File: config.mk
export PLATFORM = sky130hd
export DESIGN_NAME = detect_n_bit_sequence_using_fsm
export DESIGN_NICKNAME = d
export VERILOG_FILES = /design/src/rtl/detect_seq_pkg.sv /design/src/rtl/detect_seq_counter.sv /design/src/rtl/detect_n_bit_sequence_using_fsm.sv
export SDC_FILE = /design/constraint.sdc
export NUM_CORES = 1
export LEC_CHECK = 0
export ABC_AREA = 1
export CAP_MARGIN = 0
export CORE_AREA = 10 10 47 49
export CTS_CLUSTER_DIAMETER = 80
export DETAILED_ROUTE_END_ITERATION = 6
export DIE_AREA = 0 0 57 59
export PLACE_DENSITY = 0.54
export SLEW_MARGIN = 0
export SYNTH_ARGS = -nofsm -noshare
export SYNTH_HDL_FRONTEND = slang
export SYNTH_SLANG_ARGS = --single-unit
export TNS_END_PERCENT = 30
File: constraint.sdc
create_clock -name clk -period 1.41 [get_ports clk]
set_input_delay 0.141 -clock clk [delete_from_list [all_inputs] [get_ports clk]]
set_output_delay 0.141 -clock clk [all_outputs]
set_load 0.05 [all_outputs]
File: src/rtl/detect_seq_pkg.sv
// Shared constants and elaboration-time helpers for the serial sequence detector.
// The helpers build the KMP next-state table from the pattern. They are only
// ever called with constant arguments, so they add no runtime logic.
package detect_seq_pkg;

    localparam int W_MAX = 32;

    // Returns the state reached from Sk after consuming bit b.
    // The pattern is read MSB first: the MSB-first index m maps to pattern[w-1-m].
    // Let s be the first k pattern bits followed by b. The result is the longest
    // pattern prefix that is also a suffix of s. That value is k+1 on a straight match.
    function automatic int kmp_next(input logic [W_MAX-1:0] pattern, input int w,
                                    input int k, input logic b);
        int   res;
        int   m;
        logic ok;
        logic sb;
        res = 0;
        for (int j = ((k + 1 < w) ? k + 1 : w); j >= 1; j--) begin
            if (res == 0) begin
                ok = 1'b1;
                for (int i = 0; i < j; i++) begin
                    m  = k + 1 - j + i;
                    sb = (m < k) ? pattern[w-1-m] : b;
                    if (sb != pattern[w-1-i]) ok = 1'b0;
                end
                if (ok) res = j;
            end
        end
        return res;
    endfunction

    // Returns the longest proper border of the full pattern, that is, the longest
    // prefix that is also a suffix. Used as the restart point after a match when
    // overlapping detection is enabled.
    function automatic int border_len(input logic [W_MAX-1:0] pattern, input int w);
        int   res;
        logic ok;
        res = 0;
        for (int f = w - 1; f >= 1; f--) begin
            if (res == 0) begin
                ok = 1'b1;
                for (int i = 0; i < f; i++) begin
                    if (pattern[w-1-i] != pattern[f-1-i]) ok = 1'b0;
                end
                if (ok) res = f;
            end
        end
        return res;
    endfunction

endpackage

File: src/rtl/detect_seq_counter.sv
// Saturating match counter. The clear input has priority over increment.
module detect_seq_counter #(
    parameter int CNT_W = 8
) (
    input  logic             clk,
    input  logic             rst,
    input  logic             i_inc,
    input  logic             i_clr,
    output logic [CNT_W-1:0] o_count
);

    logic [CNT_W-1:0] r_count;

    // Count up on each increment and hold once the counter is all ones.
    always_ff @(posedge clk or posedge rst) begin
        if (rst) begin
            r_count <= '0;
        end else if (i_clr) begin
            r_count <= '0;
        end else if (i_inc && (r_count != {CNT_W{1'b1}})) begin
            r_count <= r_count + 1'b1;
        end
    end

    assign o_count = r_count;

endmodule

File: src/rtl/detect_n_bit_sequence_using_fsm.sv
// Parametrised W-bit serial sequence detector with a Moore "detected" flag.
// The next-state table is a constant built at elaboration from the KMP helpers.
// Optional feature: define DETECT_SEQ_MATCH_COUNTER_EN to build the saturating
// match counter. When it is undefined, match_count is tied to zero.
//
//  state | meaning
//  S0    | no useful prefix seen
//  Sk    | last k consumed bits equal the first k pattern bits
//  SW    | full pattern seen (detected = 1)
module detect_n_bit_sequence_using_fsm
    import detect_seq_pkg::*;
#(
    parameter int               W       = 6,
    parameter logic [W_MAX-1:0] PATTERN = W_MAX'(6'b110011),
    parameter bit               OVERLAP = 1'b1,
    parameter int               CNT_W   = 8
) (
    input  logic             clk,
    input  logic             rst,
    input  logic             a,
    input  logic             valid,
    input  logic             clear,
    output logic             detected,
    output logic [CNT_W-1:0] match_count
);

    localparam int SB = $clog2(W + 1);
    localparam int NS = 1 << SB;

    if (W < 2 || W > W_MAX) begin : g_bad_w
        $error("detect_n_bit_sequence_using_fsm: W must be in 2..32");
    end
    if ((PATTERN >> W) != '0) begin : g_bad_pattern
        $error("detect_n_bit_sequence_using_fsm: PATTERN wider than W");
    end

    logic [SB-1:0] r_state;
    logic [SB-1:0] w_next;
    logic [SB-1:0] w_nxt0 [0:NS-1];
    logic [SB-1:0] w_nxt1 [0:NS-1];

    // Constant next-state table. SW first falls back to the pattern border
    // (overlapping) or to S0 (non-overlapping), then the normal rule applies.
    // Codes above W are unreachable and map to S0.
    for (genvar k = 0; k < NS; k++) begin : g_tbl
        if (k <= W) begin : g_live
            localparam int KE = (k == W) ? (OVERLAP ? border_len(PATTERN, W) : 0) : k;
            assign w_nxt0[k] = SB'(kmp_next(PATTERN, W, KE, 1'b0));
            assign w_nxt1[k] = SB'(kmp_next(PATTERN, W, KE, 1'b1));
        end else begin : g_dead
            assign w_nxt0[k] = '0;
            assign w_nxt1[k] = '0;
        end
    end

    // State register.
    always_ff @(posedge clk or posedge rst) begin
        if (rst) r_state <= '0;
        else     r_state <= w_next;
    end

    // Next state: clear wins, otherwise look up the table on a valid bit.
    always_comb begin
        w_next = r_state;
        if (clear)      w_next = '0;
        else if (valid) w_next = a ? w_nxt1[r_state] : w_nxt0[r_state];
    end

    assign detected = (r_state == SB'(W));

`ifdef DETECT_SEQ_MATCH_COUNTER_EN
    logic w_inc;

    // Each valid bit that lands in SW is one match, including SW -> SW when
    // the pattern overlaps itself.
    always_comb begin
        w_inc = valid && !clear && (w_next == SB'(W));
    end

    detect_seq_counter #(.CNT_W(CNT_W)) u_counter (
        .clk     (clk),
        .rst     (rst),
        .i_inc   (w_inc),
        .i_clr   (clear),
        .o_count (match_count)
    );
`else
    assign match_count = '0;
`endif

endmodule
==> summary.md, run 1 <==
| Metric | Value |
|---|---|
| Status | finished, final reports clean |
| Reg clk slew, reported paths | 40 ps |
| H-Tree Depth | 1 |
| I/O Buffers | 5 |
| WP data required | 1270 ps |
| Hold_ws | ~75 ps |
| Area of the multi-input gates | between 150 and 200 um^2 |
| Tcrit/Tclk final | 92.15% |
| Pwr Density | 901.5 mW/mm^2 |
| Commonest non-fill, non-tap cell in the layout | nand2_1 |
| Routed len/inst | 8.443 um |
| Die ar. | 0.003363 mm^2 |
| CTS buffer count | 3 |
| Layout area overhead | 23.39% |
| Hold crit path type | primary input to asynchronous set/reset pin |
| Worst setup EP type | primary output |
| 1st-pass router iterations | 3 |
| TritonCTS Sinks | 3 |
| GP Congestion | 0.7049 |
| Setup violators final | 0 |
| Layout cells sized above 1 | 18.52% |
| Final Critical Period | 1299 ps |
| Critical Path AT | 1160 ps |
| Initial antenna violation count | 0 |
| #FFs+latches synth | 3 |
| Post-Syn Area per Cell | 6.746 um^2 |
| First-pass GRT wire length | 986 um |
| Static Leak | approximately 0.21 nW |
| Pin count of the biggest net entering global routing | 6 |
| Final Hold Fails | 0 |
| Initial core utilization | 22.14% |
| Slew Limit Fails | 0 |
| Max FFs per register | 3 |
| Library cells used by synthesis | 14 |
| Slack of the worst reg-to-reg path | 290 ps |
| Post-route ant nets | 0 |
| Synth Cell Area | ~310 um^2 |
| Post-DP HPWL | a little over 500 um |
| Most frequent cells in the layout | 9 x nand2_1, 8 x conb_1, 6 x inv_1, 4 x clkdlybuf4s50_1 |
| Worst Setup Start Kind | flip-flop |
| Sequential element share of the synthesized area | 24.19% |
| Antenna Cells | 0 |
| Clk buf depth | 2 |
| Die height | 59 um |
| Final Skew | 0.5043 ps |
| MaxCap Viol Count | 0 |
| Root Buffer | clkbuf_4 |
| Gr ovfl total | 0 |
| Register area | 75.07 um^2 |
| Setup TNS | 0 ps |
| Critical path fanouts, max | 3 |
| Top reg by flops | r_state |
| Area of the core | 0.001401 mm^2 |
| CTS tree | built |
| IO Pins | 14 |
| Routed WL | 591 um |
| Vias per cell | ~3.6 |
| Row cnt | 14 |
| Starting DRT DRC Count | 7 |
| RSZ-0062 raised after global routing | no |
| # DRC | 0 |
| Max VDD drop | 0.4095 mV |
| Vias | 252 |
| Top Registers | r_state x3 |
| Peak Freq | 0.7697 GHz |
| Setup Buffers After CTS | 0 |
| Resized Gates After CTS | 0 |
| Fill cells | 180 |
| Vias in the first global route | between 200 and 300 |
| Synth Warn # | 0 |
| Nets | 63 |
| Chip Width | 57 um |
| Clk Latency, worst-skew pair | 230 ps |
| Total track usage | under 10% |
| Kind of critical path | flip-flop to primary output |
| CTS Hold Buffers Added | 0 |
| Synth Instances | 46 |
| Tot Pwr | 345.1 uW |
==> critical path, cell delays in order, from the launching register on <==
cell and delay (ps):
dfrtp_1 390, inv_1 90, ha_1 170, nand2_1 60, inv_1 90, buf_12 140
==> cells in the mapped netlist <==
| library cell | count | area, um^2 |
|---|---|---|
| nor2_1 | 2 | 7.510 |
| nand2_1 | 9 | 33.78 |
| o21ai_1 | 3 | 15.01 |
| nand3_1 | 3 | 15.01 |
| nand2_2 | 2 | 12.51 |
| inv_1 | 6 | 22.52 |
| o21ai_0 | 1 | 5.000 |
| ha_1 | 3 | 37.54 |
| buf_4 | 8 | 60.06 |
| nor2_2 | 1 | 6.260 |
| a21oi_1 | 1 | 5.000 |
| dfrtp_1 | 3 | 75.07 |
| conb_1 | 1 | 3.750 |
| inv_2 | 3 | 11.26 |
==> layer usage <==
metal | track usage (%) | vias up | share of wire, %
met5 | 0 | - | 0
met4 | 5.034 | 0 | 1.5
met3 | 1.931 | 2 | 8.5
met2 | 5.891 | 8 | 50
met1 | 3.218 | 105 | 40
li1 | - | 137 | -
==> power breakdown <==
group / total (mW) / leakage (nW) / internal [mW] / switching, mW
Combinational: 0.100 / 0.158 / 0.0248 / 0.0755
Clock: 0.147 / 0.0150 / 0.106 / 0.0408
Sequential: 0.0982 / 0.0404 / 0.0923 / 0.00590
Total: 0.345 / 0.214 / 0.223 / 0.122
==> cell families (layout without fill, tap and decap cells) <==
| logic type | count (synthesis) | count (layout) | share of synthesized area [%] |
|---|---|---|---|
| simple gates | 17 | 17 | 24.19 |
| flops | 3 | 3 | 24.19 |
| fa+ha+maj | 3 | 3 | 12.10 |
| other cells | 1 | 8 | 1.209 |
| compound gates | 5 | 5 | 8.060 |
| buf+inv | 17 | 18 | 30.24 |
==> final timing paths <==
kind                       cells past startpoint                endpoint                   start
max                                            5                detected  r_state[0]$_DFFE_PP0P_
min                                            2  r_state[1]$_DFFE_PP0P_                     rst
max reg2reg                                    4  r_state[1]$_DFFE_PP0P_  r_state[1]$_DFFE_PP0P_
min reg2reg                                    2  r_state[0]$_DFFE_PP0P_  r_state[0]$_DFFE_PP0P_
max in group asynchronous                      2  r_state[0]$_DFFE_PP0P_                     rst
min in group clk                               2  r_state[0]$_DFFE_PP0P_  r_state[0]$_DFFE_PP0P_
==> per-stage QoR <==
| stage | util (%) | setup WS [ps] | instance area (um^2) | cells |
|---|---|---|---|---|
| 2_1_floorplan | - | 313.1 | 336.6 | 53 |
| 3_3_place_gp | 25.45 | 250.7 | 356.6 | 66 |
| 3_5_place_dp | 25.45 | 277.0 | 356.6 | 66 |
| 4_1_cts | 27.32 | 95.26 | 382.9 | 70 |
| 5_1_grt | 27.32 | 32.96 | 382.9 | 70 |
| 6_report | 27.32 | 110.7 | 382.9 | 70 |
==> layout make-up <==
class                      instances  area share [%]
tap                               16           5.229
clock buffer                       4           6.863
inverter                           9           8.824
multi-input combinational         33           43.79
sequential                         3           19.61
timing repair buffer               5           15.69
Power figures use the tool's default switching activity.
==> inputs of run 2 (changes only) <==
--- a/config.mk
+++ b/config.mk
@@ -11,6 +11,7 @@
 export CTS_CLUSTER_DIAMETER = 80
 export DETAILED_ROUTE_END_ITERATION = 6
 export DIE_AREA = 0 0 57 59
+export GPL_ROUTABILITY_DRIVEN = 0
 export PLACE_DENSITY = 0.54
 export SLEW_MARGIN = 0
 export SYNTH_ARGS = -nofsm -noshare
==> results of run 2 <==
No change in the layout: final DEF, timing and power equal those of run 1.
